`src/rtl/gpu_pkg.sv`:
```
`default_nettype none
// gpu_pkg - shared sprite types, geometry constants and evaluator state encoding.
// Rev 1.0
package gpu_pkg;
  localparam int COORD_W  = 16;
  localparam int SIZE_W   = 3;
  localparam int LINE_W   = 10;
  localparam int TILE_PX  = 8;
  localparam int TS       = $clog2(TILE_PX);
  localparam int SCREEN_W = 640;

  typedef enum logic [2:0] {
    ST_IDLE  = 3'd0,
    ST_FETCH = 3'd1,
    ST_WAIT  = 3'd2,
    ST_EVAL  = 3'd3,
    ST_EMIT  = 3'd4,
    ST_FIN   = 3'd5
  } eval_state_t;

  typedef struct packed {
    logic signed [COORD_W-1:0] x;
    logic signed [COORD_W-1:0] y;
    logic [SIZE_W-1:0]         sx;
    logic [SIZE_W-1:0]         sy;
    logic                      vflip;
    logic [3:0]                tiley;
  } sprite_attr_t;

  typedef struct packed {
    logic [COORD_W-1:0] x;
    logic [3:0]         tile_row;
    logic [TS-1:0]      row_off;
    logic [SIZE_W-1:0]  first;
    logic [SIZE_W-1:0]  last;
  } sprite_hit_t;
endpackage
`default_nettype wire

```
`src/rtl/sprite_line_eval_if.sv`:
```
`default_nettype none
// sprite_line_eval_if - control, attribute-RAM and hit-stream bundle of the line evaluator.
// Rev 1.0
interface sprite_line_eval_if #(
  parameter int NUM_SPRITES  = 64,
  parameter int MAX_PER_LINE = 8
);
  import gpu_pkg::*;
  localparam int IW = $clog2(NUM_SPRITES);
  localparam int CW = $clog2(MAX_PER_LINE + 1);

  logic                start;
  logic [LINE_W-1:0]   line;
  logic                busy;
  logic                done;
  logic [CW-1:0]       hit_count;
  logic                overflow;
  logic                attr_rd;
  logic [IW-1:0]       attr_addr;
  logic [COORD_W-1:0]  attr_x;
  logic [COORD_W-1:0]  attr_y;
  logic [SIZE_W-1:0]   attr_sx;
  logic [SIZE_W-1:0]   attr_sy;
  logic                attr_vflip;
  logic [3:0]          attr_tiley;
  logic                hit_valid;
  logic                hit_ready;
  logic [IW-1:0]       hit_index;
  logic [COORD_W-1:0]  hit_x;
  logic [3:0]          hit_tile_row;
  logic [TS-1:0]       hit_row_off;
  logic [SIZE_W-1:0]   hit_first;
  logic [SIZE_W-1:0]   hit_last;

  modport master (
    input  start, line, attr_x, attr_y, attr_sx, attr_sy, attr_vflip, attr_tiley, hit_ready,
    output busy, done, hit_count, overflow, attr_rd, attr_addr,
           hit_valid, hit_index, hit_x, hit_tile_row, hit_row_off, hit_first, hit_last
  );

  modport slave (
    output start, line, attr_x, attr_y, attr_sx, attr_sy, attr_vflip, attr_tiley, hit_ready,
    input  busy, done, hit_count, overflow, attr_rd, attr_addr,
           hit_valid, hit_index, hit_x, hit_tile_row, hit_row_off, hit_first, hit_last
  );
endinterface
`default_nettype wire

```
`src/rtl/sprite_geom.sv`:
```
`default_nettype none
// sprite_geom - combinational per-sprite line intersect, tile row/offset and visible columns.
// Rev 1.0; SPRITE_XCLIP_EN adds the horizontal on-screen test and first/last column clipping.
module sprite_geom
  import gpu_pkg::*;
(
  input  sprite_attr_t      i_attr,
  input  logic [LINE_W-1:0] i_line,
  output logic              o_hit,
  output sprite_hit_t       o_rec
);
  localparam int DW = COORD_W + 1;
  localparam int NW = SIZE_W + TS;

  logic [NW-1:0]        w_h;
  logic [NW-1:0]        w_n;
  logic signed [DW-1:0] w_d;
  logic                 w_hit_y;

  // ((s+1)<<TS)-1 is just the size code with TS ones appended
  assign w_h     = {i_attr.sy, {TS{1'b1}}};
  assign w_d     = $signed({{(DW-LINE_W){1'b0}}, i_line}) - $signed({i_attr.y[COORD_W-1], i_attr.y});
  assign w_hit_y = !w_d[DW-1] && (w_d <= $signed({{(DW-NW){1'b0}}, w_h}));
  assign w_n     = i_attr.vflip ? (w_h - w_d[NW-1:0]) : w_d[NW-1:0];

`ifdef SPRITE_XCLIP_EN
  localparam logic signed [DW-1:0] SCR = DW'(SCREEN_W);
  logic [NW-1:0]        w_w;
  logic signed [DW-1:0] w_xl;
  logic signed [DW-1:0] w_xr;
  logic signed [DW-1:0] w_over;
  logic [DW-1:0]        w_negx;
  logic                 w_hit_x;

  assign w_w     = {i_attr.sx, {TS{1'b1}}};
  assign w_xl    = {i_attr.x[COORD_W-1], i_attr.x};
  assign w_xr    = w_xl + $signed({{(DW-NW){1'b0}}, w_w});
  assign w_negx  = -w_xl;
  assign w_over  = w_xr - SCR;
  assign w_hit_x = !w_xr[DW-1] && (w_xl < SCR);

  assign o_hit       = w_hit_y && w_hit_x;
  assign o_rec.first = w_xl[DW-1] ? SIZE_W'(w_negx >> TS) : '0;
  assign o_rec.last  = (w_xr >= SCR) ? (i_attr.sx - SIZE_W'(w_over >> TS)) : i_attr.sx;
`else
  assign o_hit       = w_hit_y;
  assign o_rec.first = '0;
  assign o_rec.last  = i_attr.sx;
`endif

  assign o_rec.x        = i_attr.x;
  assign o_rec.tile_row = i_attr.tiley + 4'(w_n[NW-1:TS]);
  assign o_rec.row_off  = w_n[TS-1:0];
endmodule
`default_nettype wire

```
`src/rtl/sprite_line_eval.sv`:
```
`default_nettype none
// sprite_line_eval - walks the sprite table for one scan line and streams intersecting sprites.
// Rev 1.0; horizontal clipping is enabled with SPRITE_XCLIP_EN.
module sprite_line_eval #(
  parameter int NUM_SPRITES  = 64,
  parameter int MAX_PER_LINE = 8
) (
  input  logic               clk,
  input  logic               reset,
  sprite_line_eval_if.master bus
);
  import gpu_pkg::*;
  localparam int IW = $clog2(NUM_SPRITES);
  localparam int CW = $clog2(MAX_PER_LINE + 1);

  eval_state_t       r_state;
  eval_state_t       w_next;
  logic [IW-1:0]     r_idx;
  logic [CW-1:0]     r_count;
  logic              r_overflow;
  logic [LINE_W-1:0] r_line;
  sprite_attr_t      r_attr;
  logic [IW-1:0]     r_hit_idx;
  sprite_hit_t       r_hit;
  logic              w_hit;
  sprite_hit_t       w_rec;
  logic              w_last;
  logic              w_full;

  assign w_last = (r_idx == IW'(NUM_SPRITES - 1));
  assign w_full = (r_count == CW'(MAX_PER_LINE));

  sprite_geom u_geom (
    .i_attr (r_attr),
    .i_line (r_line),
    .o_hit  (w_hit),
    .o_rec  (w_rec)
  );

  always_comb begin
    w_next        = r_state;
    bus.busy      = 1'b1;
    bus.done      = 1'b0;
    bus.attr_rd   = 1'b0;
    bus.hit_valid = 1'b0;
    case (r_state)
      ST_IDLE: begin
        bus.busy = 1'b0;
        if (bus.start) w_next = ST_FETCH;
      end
      ST_FETCH: begin
        bus.attr_rd = 1'b1;
        w_next      = ST_WAIT;
      end
      ST_WAIT: w_next = ST_EVAL;
      ST_EVAL: begin
        if (w_hit)       w_next = w_full ? ST_FIN : ST_EMIT;
        else             w_next = w_last ? ST_FIN : ST_FETCH;
      end
      ST_EMIT: begin
        bus.hit_valid = 1'b1;
        if (bus.hit_ready) w_next = w_last ? ST_FIN : ST_FETCH;
      end
      ST_FIN: begin
        bus.done = 1'b1;
        w_next   = ST_IDLE;
      end
      default: w_next = ST_IDLE;
    endcase
  end

  always_ff @(posedge clk) begin
    if (reset) begin
      r_state    <= ST_IDLE;
      r_idx      <= '0;
      r_count    <= '0;
      r_overflow <= 1'b0;
      r_line     <= '0;
      r_attr     <= '0;
      r_hit_idx  <= '0;
      r_hit      <= '0;
    end else begin
      r_state <= w_next;
      case (r_state)
        ST_IDLE: if (bus.start) begin
          r_idx      <= '0;
          r_count    <= '0;
          r_overflow <= 1'b0;
          r_line     <= bus.line;
        end
        ST_WAIT: r_attr <= '{x: bus.attr_x, y: bus.attr_y, sx: bus.attr_sx, sy: bus.attr_sy,
                             vflip: bus.attr_vflip, tiley: bus.attr_tiley};
        ST_EVAL: begin
          if (w_hit) begin
            if (w_full) begin
              r_overflow <= 1'b1;
            end else begin
              r_hit_idx <= r_idx;
              r_hit     <= w_rec;
            end
          end else if (!w_last) begin
            r_idx <= r_idx + IW'(1);
          end
        end
        ST_EMIT: if (bus.hit_ready) begin
          r_count <= r_count + CW'(1);
          if (!w_last) r_idx <= r_idx + IW'(1);
        end
        default: ;
      endcase
    end
  end

  // the hit record is frozen in registers so it stays stable across a stalled handshake
  assign bus.attr_addr    = r_idx;
  assign bus.hit_count    = r_count;
  assign bus.overflow     = r_overflow;
  assign bus.hit_index    = r_hit_idx;
  assign bus.hit_x        = r_hit.x;
  assign bus.hit_tile_row = r_hit.tile_row;
  assign bus.hit_row_off  = r_hit.row_off;
  assign bus.hit_first    = r_hit.first;
  assign bus.hit_last     = r_hit.last;
endmodule
`default_nettype wire

```
`src/flat_wrapper.sv`:
```
// flat-port wrapper written by rule: the top's interface ports become plain ports
module sprite_line_eval_flat import gpu_pkg::*;
#(
  parameter int NUM_SPRITES  = 64,
  parameter int MAX_PER_LINE = 8
)
  (clk, reset, bus_start, bus_line, bus_attr_x, bus_attr_y, bus_attr_sx, bus_attr_sy, bus_attr_vflip, bus_attr_tiley, bus_hit_ready, bus_busy, bus_done, bus_hit_count, bus_overflow, bus_attr_rd, bus_attr_addr, bus_hit_valid, bus_hit_index, bus_hit_x, bus_hit_tile_row, bus_hit_row_off, bus_hit_first, bus_hit_last);
  sprite_line_eval_if #(.NUM_SPRITES(NUM_SPRITES), .MAX_PER_LINE(MAX_PER_LINE)) bus_i ();
  input  logic clk;
  input  logic reset;
  input wire logic [$bits(bus_i.start)-1:0] bus_start;
  input wire logic [$bits(bus_i.line)-1:0] bus_line;
  input wire logic [$bits(bus_i.attr_x)-1:0] bus_attr_x;
  input wire logic [$bits(bus_i.attr_y)-1:0] bus_attr_y;
  input wire logic [$bits(bus_i.attr_sx)-1:0] bus_attr_sx;
  input wire logic [$bits(bus_i.attr_sy)-1:0] bus_attr_sy;
  input wire logic [$bits(bus_i.attr_vflip)-1:0] bus_attr_vflip;
  input wire logic [$bits(bus_i.attr_tiley)-1:0] bus_attr_tiley;
  input wire logic [$bits(bus_i.hit_ready)-1:0] bus_hit_ready;
  output wire logic [$bits(bus_i.busy)-1:0] bus_busy;
  output wire logic [$bits(bus_i.done)-1:0] bus_done;
  output wire logic [$bits(bus_i.hit_count)-1:0] bus_hit_count;
  output wire logic [$bits(bus_i.overflow)-1:0] bus_overflow;
  output wire logic [$bits(bus_i.attr_rd)-1:0] bus_attr_rd;
  output wire logic [$bits(bus_i.attr_addr)-1:0] bus_attr_addr;
  output wire logic [$bits(bus_i.hit_valid)-1:0] bus_hit_valid;
  output wire logic [$bits(bus_i.hit_index)-1:0] bus_hit_index;
  output wire logic [$bits(bus_i.hit_x)-1:0] bus_hit_x;
  output wire logic [$bits(bus_i.hit_tile_row)-1:0] bus_hit_tile_row;
  output wire logic [$bits(bus_i.hit_row_off)-1:0] bus_hit_row_off;
  output wire logic [$bits(bus_i.hit_first)-1:0] bus_hit_first;
  output wire logic [$bits(bus_i.hit_last)-1:0] bus_hit_last;
  assign bus_i.start = bus_start;
  assign bus_i.line = bus_line;
  assign bus_i.attr_x = bus_attr_x;
  assign bus_i.attr_y = bus_attr_y;
  assign bus_i.attr_sx = bus_attr_sx;
  assign bus_i.attr_sy = bus_attr_sy;
  assign bus_i.attr_vflip = bus_attr_vflip;
  assign bus_i.attr_tiley = bus_attr_tiley;
  assign bus_i.hit_ready = bus_hit_ready;
  assign bus_busy = bus_i.busy;
  assign bus_done = bus_i.done;
  assign bus_hit_count = bus_i.hit_count;
  assign bus_overflow = bus_i.overflow;
  assign bus_attr_rd = bus_i.attr_rd;
  assign bus_attr_addr = bus_i.attr_addr;
  assign bus_hit_valid = bus_i.hit_valid;
  assign bus_hit_index = bus_i.hit_index;
  assign bus_hit_x = bus_i.hit_x;
  assign bus_hit_tile_row = bus_i.hit_tile_row;
  assign bus_hit_row_off = bus_i.hit_row_off;
  assign bus_hit_first = bus_i.hit_first;
  assign bus_hit_last = bus_i.hit_last;
  sprite_line_eval #(.NUM_SPRITES(NUM_SPRITES), .MAX_PER_LINE(MAX_PER_LINE)) u_core (.clk(clk), .reset(reset), .bus(bus_i));
endmodule
```
`config.mk`:
```
export PLATFORM = sky130hd
export DESIGN_NAME = sprite_line_eval_flat
export DESIGN_NICKNAME = d
export VERILOG_FILES = /design/src/rtl/gpu_pkg.sv /design/src/rtl/sprite_line_eval_if.sv /design/src/rtl/sprite_geom.sv /design/src/rtl/sprite_line_eval.sv /design/src/flat_wrapper.sv
export SDC_FILE = /design/constraint.sdc
export NUM_CORES = 1
export LEC_CHECK = 0
export BUFFER_PORTS_ARGS = -buffer_cell sky130_fd_sc_hd__buf_2
export CAP_MARGIN = 25
export CORE_ASPECT_RATIO = 1.25
export CORE_UTILIZATION = 36
export CTS_CLUSTER_DIAMETER = 60
export DETAILED_ROUTE_END_ITERATION = 12
export GPL_TIMING_DRIVEN = 0
export SYNTH_ARGS = -nofsm -noshare
export SYNTH_HDL_FRONTEND = slang
export SYNTH_SLANG_ARGS = --single-unit
```
`constraint.sdc`:
```
create_clock -name clk -period 9.2 [get_ports clk]
set_clock_uncertainty 0.2 [all_clocks]
set_input_delay 1.38 -clock clk [delete_from_list [all_inputs] [get_ports clk]]
set_output_delay 1.38 -clock clk [all_outputs]
set_load 0.005 [all_outputs]
```
Yosys cells after proc, flatten, opt, wreduce, memory -nomap -nowiden. Cells that the tools add are included. Widths: inputs -> output; s select.

Div/mod/pow operators: 0. Equal/unequal tests: 12. $mul: 0. Add/subtract/negate cells: 5. Multiplexer cells: 23. Magnitude comparators: 1. Shifts and indexed selects: 0. Bitwise logic cells: 1. Reduce and logical (&&, ||, !) cells: 12.

Operators with widths (number): $mux 6 (5); $pmux 6 s3 (1); $le 17x7->1 (1); $sub 11x16->17 (1); $pmux 3 s5 (1); $mux 3 (4); $mux 1 (8); $mux 4 (2); $ne 2x2->1 const B (4); $pmux 4 s2 (1); $reduce_and 4->1 (2); $add 6x1->6 const B (1); $eq 3x2->1 const B (2); $eq 3x3->1 const B (2); $eq 6x6->1 const B (1); $reduce_and 3->1 (2); $sub 6x6->6 (1); $add 4x1->4 const B (1); $add 4x3->4 (1); $eq 4x4->1 const B (1); $reduce_and 2->1 (2); $reduce_bool 2->1 (2); $eq 3x1->1 const B (1); $logic_not 3->1 (1); 6 further kinds (6).

Flip-flop bits (word level): 99. Output and inout bits: 50. Bits in read-only memories: 0. Latch bits: 0. Bits in writable memories: 0. Logic and storage cells: 70. Memories kept: 0.

Logic depth before layout (Yosys ltp). Gate-level depths: netlist (run 1).

Word-level depth: 5. Depth in mapped cells: 19.

Hierarchy. From an unflattened synthesis (run 1), not the netlist that was laid out.

Cell total of the unflattened synthesis: 628. Area total of the unflattened synthesis: 4865.9 sq um.

By module, submodules not included: sprite_line_eval (area each 3816.2 sq um, seq. area each 2042.0 sq um, cells an instance 481, instances 1); sprite_geom (area each 1049.8 sq um, seq. area each 0.0 sq um, cells an instance 147, instances 1).

Worst setup path after synthesis (run 1). OpenSTA, ideal clock, no wires.

Path type: register -> register. Start: reg u_core.r_line[0]. End: reg u_core.r_hit_idx[2] (netlist: u_core.bus.hit_index[2]). Arrival: 3.299 ns. Setup slack: 5.573 ns. Clock period less this slack: 3.627 ns. Required time: 8.872 ns. Setup time: 0.128 ns. Stages on the path, launching flop included: 20. Cell sequence: dfxtp_1 inv_1 ha_1 fa_1 nor2b_1 o21ai_0 nand2b_1 xnor2_1 inv_1 ha_1 a21o_1 a21oi_1 a31oi_1 a211oi_1 nand3_1 a2111oi_4 nand3_4 buf_6 mux2i_1 nor2_1.

Word-level cells in the longest chain between the ends: 4. Elaborated cells between the ends (all ways): 5. Those cells by class: add/sub: 1; order compare: 1; reduce/logical: 3.

RTL lines: start: declaration (RTL line sprite_line_eval.sv:21) `logic [LINE_W-1:0] r_line;`; start signal: assignment (RTL line sprite_line_eval.sv:89) `r_line <= bus.line;`; $sub 11x16->17 * (RTL line sprite_geom.sv:22) `assign w_d = $signed({{(DW-LINE_W){1'b0}}, i_line}) - $signed({i_attr.y[COORD_W-1], i_attr.y});`; $le 17x7->1 or $logic_not 1->1 (tied branches) (RTL line sprite_geom.sv:23) `assign w_hit_y = !w_d[DW-1] && (w_d <= $signed({{(DW-NW){1'b0}}, w_h}));`; $logic_and 1x1->1 * (RTL line sprite_geom.sv:23); $reduce_and 3->1 (no line) *; end signal: assignment (RTL line sprite_line_eval.sv:98) `r_hit_idx <= r_idx;`; end: declaration (RTL line sprite_line_eval.sv:23) `logic [IW-1:0] r_hit_idx;`.

Every way passes the cells marked *; elsewhere a longest branch is shown, timed or not. A chain may end at the register's enable or synchronous reset.

Final worst setup path (run 1).
Start: reg u_core.r_line[0]. End: reg u_core.r_hit, in the netlist u_core.bus.hit_tile_row[0].

Word-level cells in the longest chain between the ends: 4. Elaborated cells between the ends (all ways): 8. Those cells by class: add/sub: 3; order compare: 1; mux: 1; reduce/logical: 3.

RTL lines: $sub 11x16->17 * (RTL line sprite_geom.sv:22); $sub 6x6->6 (tied with other cells) (RTL line sprite_geom.sv:24) `assign w_n = i_attr.vflip ? (w_h - w_d[NW-1:0]) : w_d[NW-1:0];`; $mux 6 or $logic_and 1x1->1 (tied branches) (RTL line sprite_geom.sv:24, sprite_geom.sv:23); $add 4x3->4 or $reduce_and 3->1 (tied branches); end signal: assignment (RTL line sprite_line_eval.sv:99) `r_hit <= w_rec;`; end: declaration (RTL line sprite_line_eval.sv:24) `sprite_hit_t r_hit;`.

Marks and branches as above.

==> impl_metrics.tcl, run 1 <==
set metrics [dict create \
    status "completed" \
    dr.pass1.iters 4 \
    cp_slowest_cell "a2111oi_4" \
    htree_levels 3 \
    pin_count 107 \
    worst_slack_ns 5.04 \
    dp_slack_ns 5.06 \
    crit_buf_inv 3 \
    drc 0 \
    yosys.area_share.simple 0.204 \
    synth_ff_type "dfxtp_1" \
    vdd_drop_max_mv 0.0888 \
    synthAdderAreaFrac 0.0663 \
    reg2reg_depth 19 \
    die-height_microns 130 \
    hold_viol 0 \
    drive_gt1_frac 0.192 \
    cts_buffers 9 \
    setup_viol 0 \
    rsz0062_at_grt "no" \
    synth_top_family_by_area "simple AND/OR/NAND/NOR gates" \
    hold_buffers 0 \
    netlist_area_sq_um 4680 \
    muxShareOfSynthArea 0.0818 \
    dieArea_sq_um 13500 \
    path_class "flip-flop to flip-flop" \
    grt_pass1_wl_microns 19800 \
    grt_overflow 0 \
    path_cells "inv_1 > ha_1 > fa_1 > nor2b_1 > o21ai_0 > nand2b_1 > xnor2_1 > inv_1 > ha_1 > a21o_1 > a21oi_1 > a31oi_1 > a211oi_1 > nand3_1 > a2111oi_4 > nand3_4 > buf_6 > mux2i_1 > nor2_1" \
    crit_family "compound AO/OA/AOI/OAI gates" \
    cp.arrival_ns 4.17 \
    start_util 0.370 \
    slowest_delay_ns 0.52 \
    ys_ff_latch 99 \
    rows 46 \
    grt_max_degree 18 \
    fillCellCount 1312 \
    post-route-period-util 0.452 \
    antenna_cells 0 \
    synth_edf_count 0 \
    port_buffers 102 \
    synth_compound_area_frac 0.139 \
    clockRootBuffer "clkbuf_16" \
    setup.worst_path.end_class "flip-flop" \
    grt_pass1_vias 4170 \
    cp_data_required_time_ns 9.21 \
    dp_hpwl_microns 9200 \
    synthXorXnorAreaFrac 0.0299 \
    cts_tree "yes" \
    cap_violations 0 \
    final_max_slew_viol_count 0 \
    synth_async_sr_flop_share 0 \
    synth_area_per_cell_sq_um 8.35 \
    powerDensity_nw_per_um2 199 \
    worstHoldStart "u_core.r_attr[35]" \
    avgViaCountPerCell 4.91 \
    clk_pin_slew_worst_paths_ns 0.07 \
    antenna_found_initial 1 \
    antenna_left 0 \
    max_freq_mhz 240 \
    cp-start-kind "flip-flop" \
    timing.rr.start "u_core.r_line[0]" \
    worst-path-stages 19 \
    routed_wl_microns 12000 \
    hold_class "flip-flop to flip-flop" \
    cts_sinks 99 \
    wire_per_inst_microns 14.1 \
    period_minus_slack_ns 4.16 \
    vias 4166 \
    yosys_warnings 0 \
    r2r_end "u_core.bus.hit_tile_row[0]" \
    cts_resized 0 \
    rrSetupSlack_ns 5.04 \
    post_cts_buffers 0 \
    ys_seq_area_frac 0.423 \
    clk_latency_ns 0.34 \
    ys_types 51 \
    clockBufferDepth 2 \
    nets 756 \
    tns_ns 0 \
    crit_fanout 10 \
    postSynthCellCount 561 \
    gr-usage-all-layers 0.186 \
    timing.slew.headroom 0.534 \
    area_growth_pct 21.9 \
    gp_congestion 0.840 \
    drtIter0Drc 188 \
    power.leakage_nw 2.63 \
    crit_end "u_core.bus.hit_tile_row[0]" \
    tightest_slew_ns 0.694 \
    critPathLaunch "u_core.r_line[0]" \
    core-area_sq_um 12700 \
    die_w_microns 104 \
]
[placed cells by master, fill, tap and decap left out, types with 9 or more instances in the layout]
master	n
ha_1	20
clkbuf_16	9
clkbuf_1	26
inv_1	27
nand2b_1	10
nand2_1	117
buf_2	102
o21ai_0	10
dfxtp_1	99
xnor2_1	12
mux2i_1	36
nor2_1	57
a21oi_1	66
[where the power goes]
part | switching (mW) | total [mW] | internal (mW)
logic | 0.167 | 0.288 | 0.121
clock network | 0.166 | 0.380 | 0.214
registers | 0.0150 | 0.466 | 0.451
total | 0.348 | 1.13 | 0.786
[registers in the layout, summed over array words and instances (netlist names)]
signal	count
u_core.bus.hit_tile_row	4
u_core.bus.attr_addr	6
u_core.bus.hit_x	16
u_core.r_line	10
u_core.bus.hit_last	3
u_core.bus.overflow	1
u_core.bus.hit_row_off	3
u_core.bus.hit_index	6
u_core.bus.hit_count	4
u_core.r_state	3
u_core.r_attr	43
[per-layer routing]
metal	global-route usage	vias up	part of all wire
li1	-	2104	-
met1	0.216	1930	0.43
met2	0.321	112	0.49
met3	0.0458	20	0.061
met4	0.0908	0	0.025
met5	0	-	0
[Yosys cell counts (2+ instances only)]
master / count / share of area
and2_1: 2 / 0.0027
mux2_2: 2 / 0.0048
o21ai_0: 10 / 0.011
nand4b_1: 4 / 0.0075
nor2b_1: 4 / 0.0053
inv_1: 27 / 0.022
xnor2_1: 12 / 0.022
nor3b_1: 2 / 0.0032
nand3b_1: 3 / 0.0048
dfxtp_1: 99 / 0.42
ha_1: 20 / 0.053
buf_6: 3 / 0.0072
a221oi_1: 2 / 0.0037
and3_1: 2 / 0.0027
nand3_1: 4 / 0.0043
mux2i_1: 36 / 0.077
fa_1: 3 / 0.013
nor2_1: 57 / 0.046
a211oi_1: 3 / 0.0048
a31oi_1: 3 / 0.0040
nor3_1: 2 / 0.0021
nand2_1: 117 / 0.094
xor2_1: 4 / 0.0075
o211ai_1: 4 / 0.0064
or3_1: 3 / 0.0040
o311ai_1: 3 / 0.0056
clkbuf_1: 25 / 0.020
a21oi_1: 66 / 0.071
a21o_1: 6 / 0.0096
buf_4: 3 / 0.0048
nand2b_1: 10 / 0.013
[kinds of logic after synthesis]
group / count (synthesis)
adders and majority gates: 23
xor gates and xnor gates: 16
and+or+nand+nor: 217
buffers and inverters: 59
AOI/OAI and AO/OA: 108
other: 1
muxes: 38
DFF: 99
[cell type report]
class	count	area (sq um)	share of cell area
tap	168	210	0.0368
inverter	27	101	0.0177
sequential	99	1980	0.347
timing repair buffer	102	510	0.0894
multi-input combinational	405	2450	0.430
buffer	32	154	0.0270
clock buffer	10	229	0.0401
clock inverter	6	70.1	0.0123
[worst min path at each step]
stage | to | slack [ns] | cells past startpoint
4_1_cts | u_core.r_attr[35] | 0.26 | 2
2_1_floorplan | u_core.r_attr[10] | 0.24 | 2
6_report | u_core.r_attr[35] | 0.26 | 2
3_5_place_dp | u_core.r_attr[35] | 0.25 | 2
3_3_place_gp | u_core.r_attr[39] | 0.24 | 2
5_1_grt | u_core.r_attr[32] | 0.28 | 2
[metrics by stage]
step                 util  power, mW  cell area (sq um)  instances  hold WS [ns]
floorplan               -      0.687               4690        563         0.236
global placement    0.427      0.753               5410        833         0.242
detailed placement  0.427      0.764               5410        833         0.247
CTS                 0.451       1.15               5710        849         0.257
global route        0.451       1.20               5710        849         0.276
finish              0.451       1.13               5710        849         0.255
[worst register-to-register path: cells and delay by family, from the launching register on]
| kind | cells | cell delay (ns) |
|---|---|---|
| and+or+nand+nor | 5 | 0.68 |
| adders and majority gates | 3 | 0.90 |
| xor gates and xnor gates | 1 | 0.20 |
| buffers and inverters | 3 | 0.35 |
| muxes | 1 | 0.19 |
| AOI/OAI and AO/OA | 6 | 1.17 |
| DFF | 1 | 0.33 |
No activity file was read; power rests on OpenSTA's default activity.
==> run 2, diff against run 1 <==
Clock period 9.2 ns to 4.29 ns, I/O delays scaled along.
==> impl_metrics.tcl, run 2 (same netlist as run 1, synthesis figures left out) <==
set metrics [dict create \
    power.clock.fraction 0.334 \
    setup_viol 0 \
    port_buffers 102 \
    dieArea_sq_um 13500 \
    slowest_delay_ns 0.41 \
    dp.cells 833 \
    period_minus_slack_ns 3.97 \
    routed_wl_microns 12100 \
    gp_congestion 0.840 \
    die_w_microns 104 \
    hold_buffers 0 \
    path_cells "inv_1 > ha_1 > fa_1 > nor2b_1 > o21ai_0 > nand2b_1 > xnor2_2 > inv_1 > ha_1 > a21o_1 > a21oi_1 > a31oi_1 > a211oi_1 > nand3_1 > a2111oi_4 > buf_6 > nand3_4 > buf_6 > mux2i_1 > nor2_1" \
    p_switching_mw 0.748 \
    power.leakage_nw 2.64 \
    layout_commonest_cell "nand2_1" \
    intPower_mw 1.69 \
    worst_slack_ns 0.325 \
    max_freq_mhz 252 \
    finalInstanceArea_sq_um 5740 \
    path_class "flip-flop to flip-flop" \
    place_area_sq_um 5410 \
    cts_sinks 99 \
    antenna_left 0 \
    post-route-period-util 0.924 \
    drc 0 \
    cap_violations 0 \
    antenna_cells 0 \
    timing.slew.headroom 0.537 \
    clk_pin_slew_worst_paths_ns 0.07 \
    vdd_drop_max_mv 0.190 \
    clockBufferDepth 2 \
    clockRootBuffer "clkbuf_16" \
    grt_overflow 0 \
    cp_data_required_time_ns 4.30 \
    grt_pass1_vias 4170 \
    fin_hold_ws_ns 0.255 \
    cp.arrival_ns 3.97 \
    hold_class "flip-flop to flip-flop" \
    crit_fanout 10 \
    die-height_microns 130 \
    dr.pass1.iters 4 \
    status "completed" \
    power_mw 2.44 \
    powerDensity_nw_per_um2 425 \
    vias 4158 \
    gr-usage-all-layers 0.186 \
    htree_levels 3 \
    cp-start-kind "flip-flop" \
    pwr-share-comb 0.256 \
    final_cells 851 \
    dp_slack_ns 0.149 \
    final_max_slew_viol_count 0 \
    grt_max_degree 18 \
    clk_latency_ns 0.34 \
    drtIter0Drc 190 \
    start_util 0.370 \
    switching_share 0.307 \
    cts_tree "yes" \
    avgViaCountPerCell 4.89 \
    cp_slowest_cell "fa_1" \
    setup.worst_path.end_class "flip-flop" \
    pin_count 107 \
    rows 46 \
    p_seq_frac 0.410 \
    tightest_slew_ns 0.690 \
    tns_ns 0 \
    nets 758 \
    hold_viol 0 \
    rsz0062_at_grt "no" \
    fin_util 0.453 \
    dp_hpwl_microns 9200 \
    crit_buf_inv 4 \
    cts_buffers 9 \
    max_flop_register "u_core.r_attr" \
    core-area_sq_um 12700 \
    wire_per_inst_microns 14.2 \
    largest_reg_flops 43 \
    area_growth_pct 22.5 \
    crit_family "compound AO/OA/AOI/OAI gates" \
    antenna_found_initial 1 \
    grt_pass1_wl_microns 19800 \
    layout_common_cells "117 x nand2_1, 102 x buf_2, 99 x dfxtp_1" \
    drive_gt1_frac 0.196 \
]
==> run 2: changes by cell type in the layout (fill, tap and decap cells not counted) <==
cell,change
xnor2_1,-1
buf_4,+1
xnor2_2,+1
buf_6,+1
==> run 2: path summary, 6_finish.rpt <==
| kind | cells after the start | start | slack (ns) | endpoint |
|---|---|---|---|---|
| setup / recovery | 20 | u_core.r_line[0] | 0.32 | u_core.bus.hit_tile_row[0] |
| hold / removal | 2 | u_core.r_attr[35] | 0.26 | u_core.r_attr[35] |
| setup reg to reg | 20 | u_core.r_line[0] | 0.32 | u_core.bus.hit_tile_row[0] |
| hold reg to reg | 2 | u_core.r_attr[35] | 0.26 | u_core.r_attr[35] |
==> run 2: layout make-up <==
class,count,area [sq um]
Fill cell,1310,6930
Multi-Input combinational cell,405,2460
Sequential cell,99,1980
Timing Repair Buffer,104,529
Clock buffer,10,229
Tap cell,168,210
Buffer,32,154
Inverter,27,101
Clock inverter,6,70.1
==> run 2: worst min-delay path, stage by stage, from the launching register on <==
cell and delay, ns:
dfxtp_1 0.31, nand2_1 0.05, a21oi_1 0.05
==> run 2: what timing repair did <==
item                       in CTS  in global routing
setup endpoints to repair       0                 37
hold endpoints to repair        0                  0
buffers inserted                0                  2
gates resized for setup         0                  2
==> run 2: power groups by stage <==
stage	sequential, mW	clock (mW)	combinational [mW]
floorplan	1.01	0	0.462
global placement	1.02	0	0.597
detailed placement	1.02	0	0.618
CTS	0.999	0.834	0.623
global route	1.01	0.871	0.709
finish	0.999	0.814	0.624
==> run 2: per-layer routing <==
layer / global-route usage / routed length [microns]
met1: 0.216 / 5050
met5: 0 / 0
met3: 0.0458 / 803
met2: 0.321 / 5880
met4: 0.0908 / 323
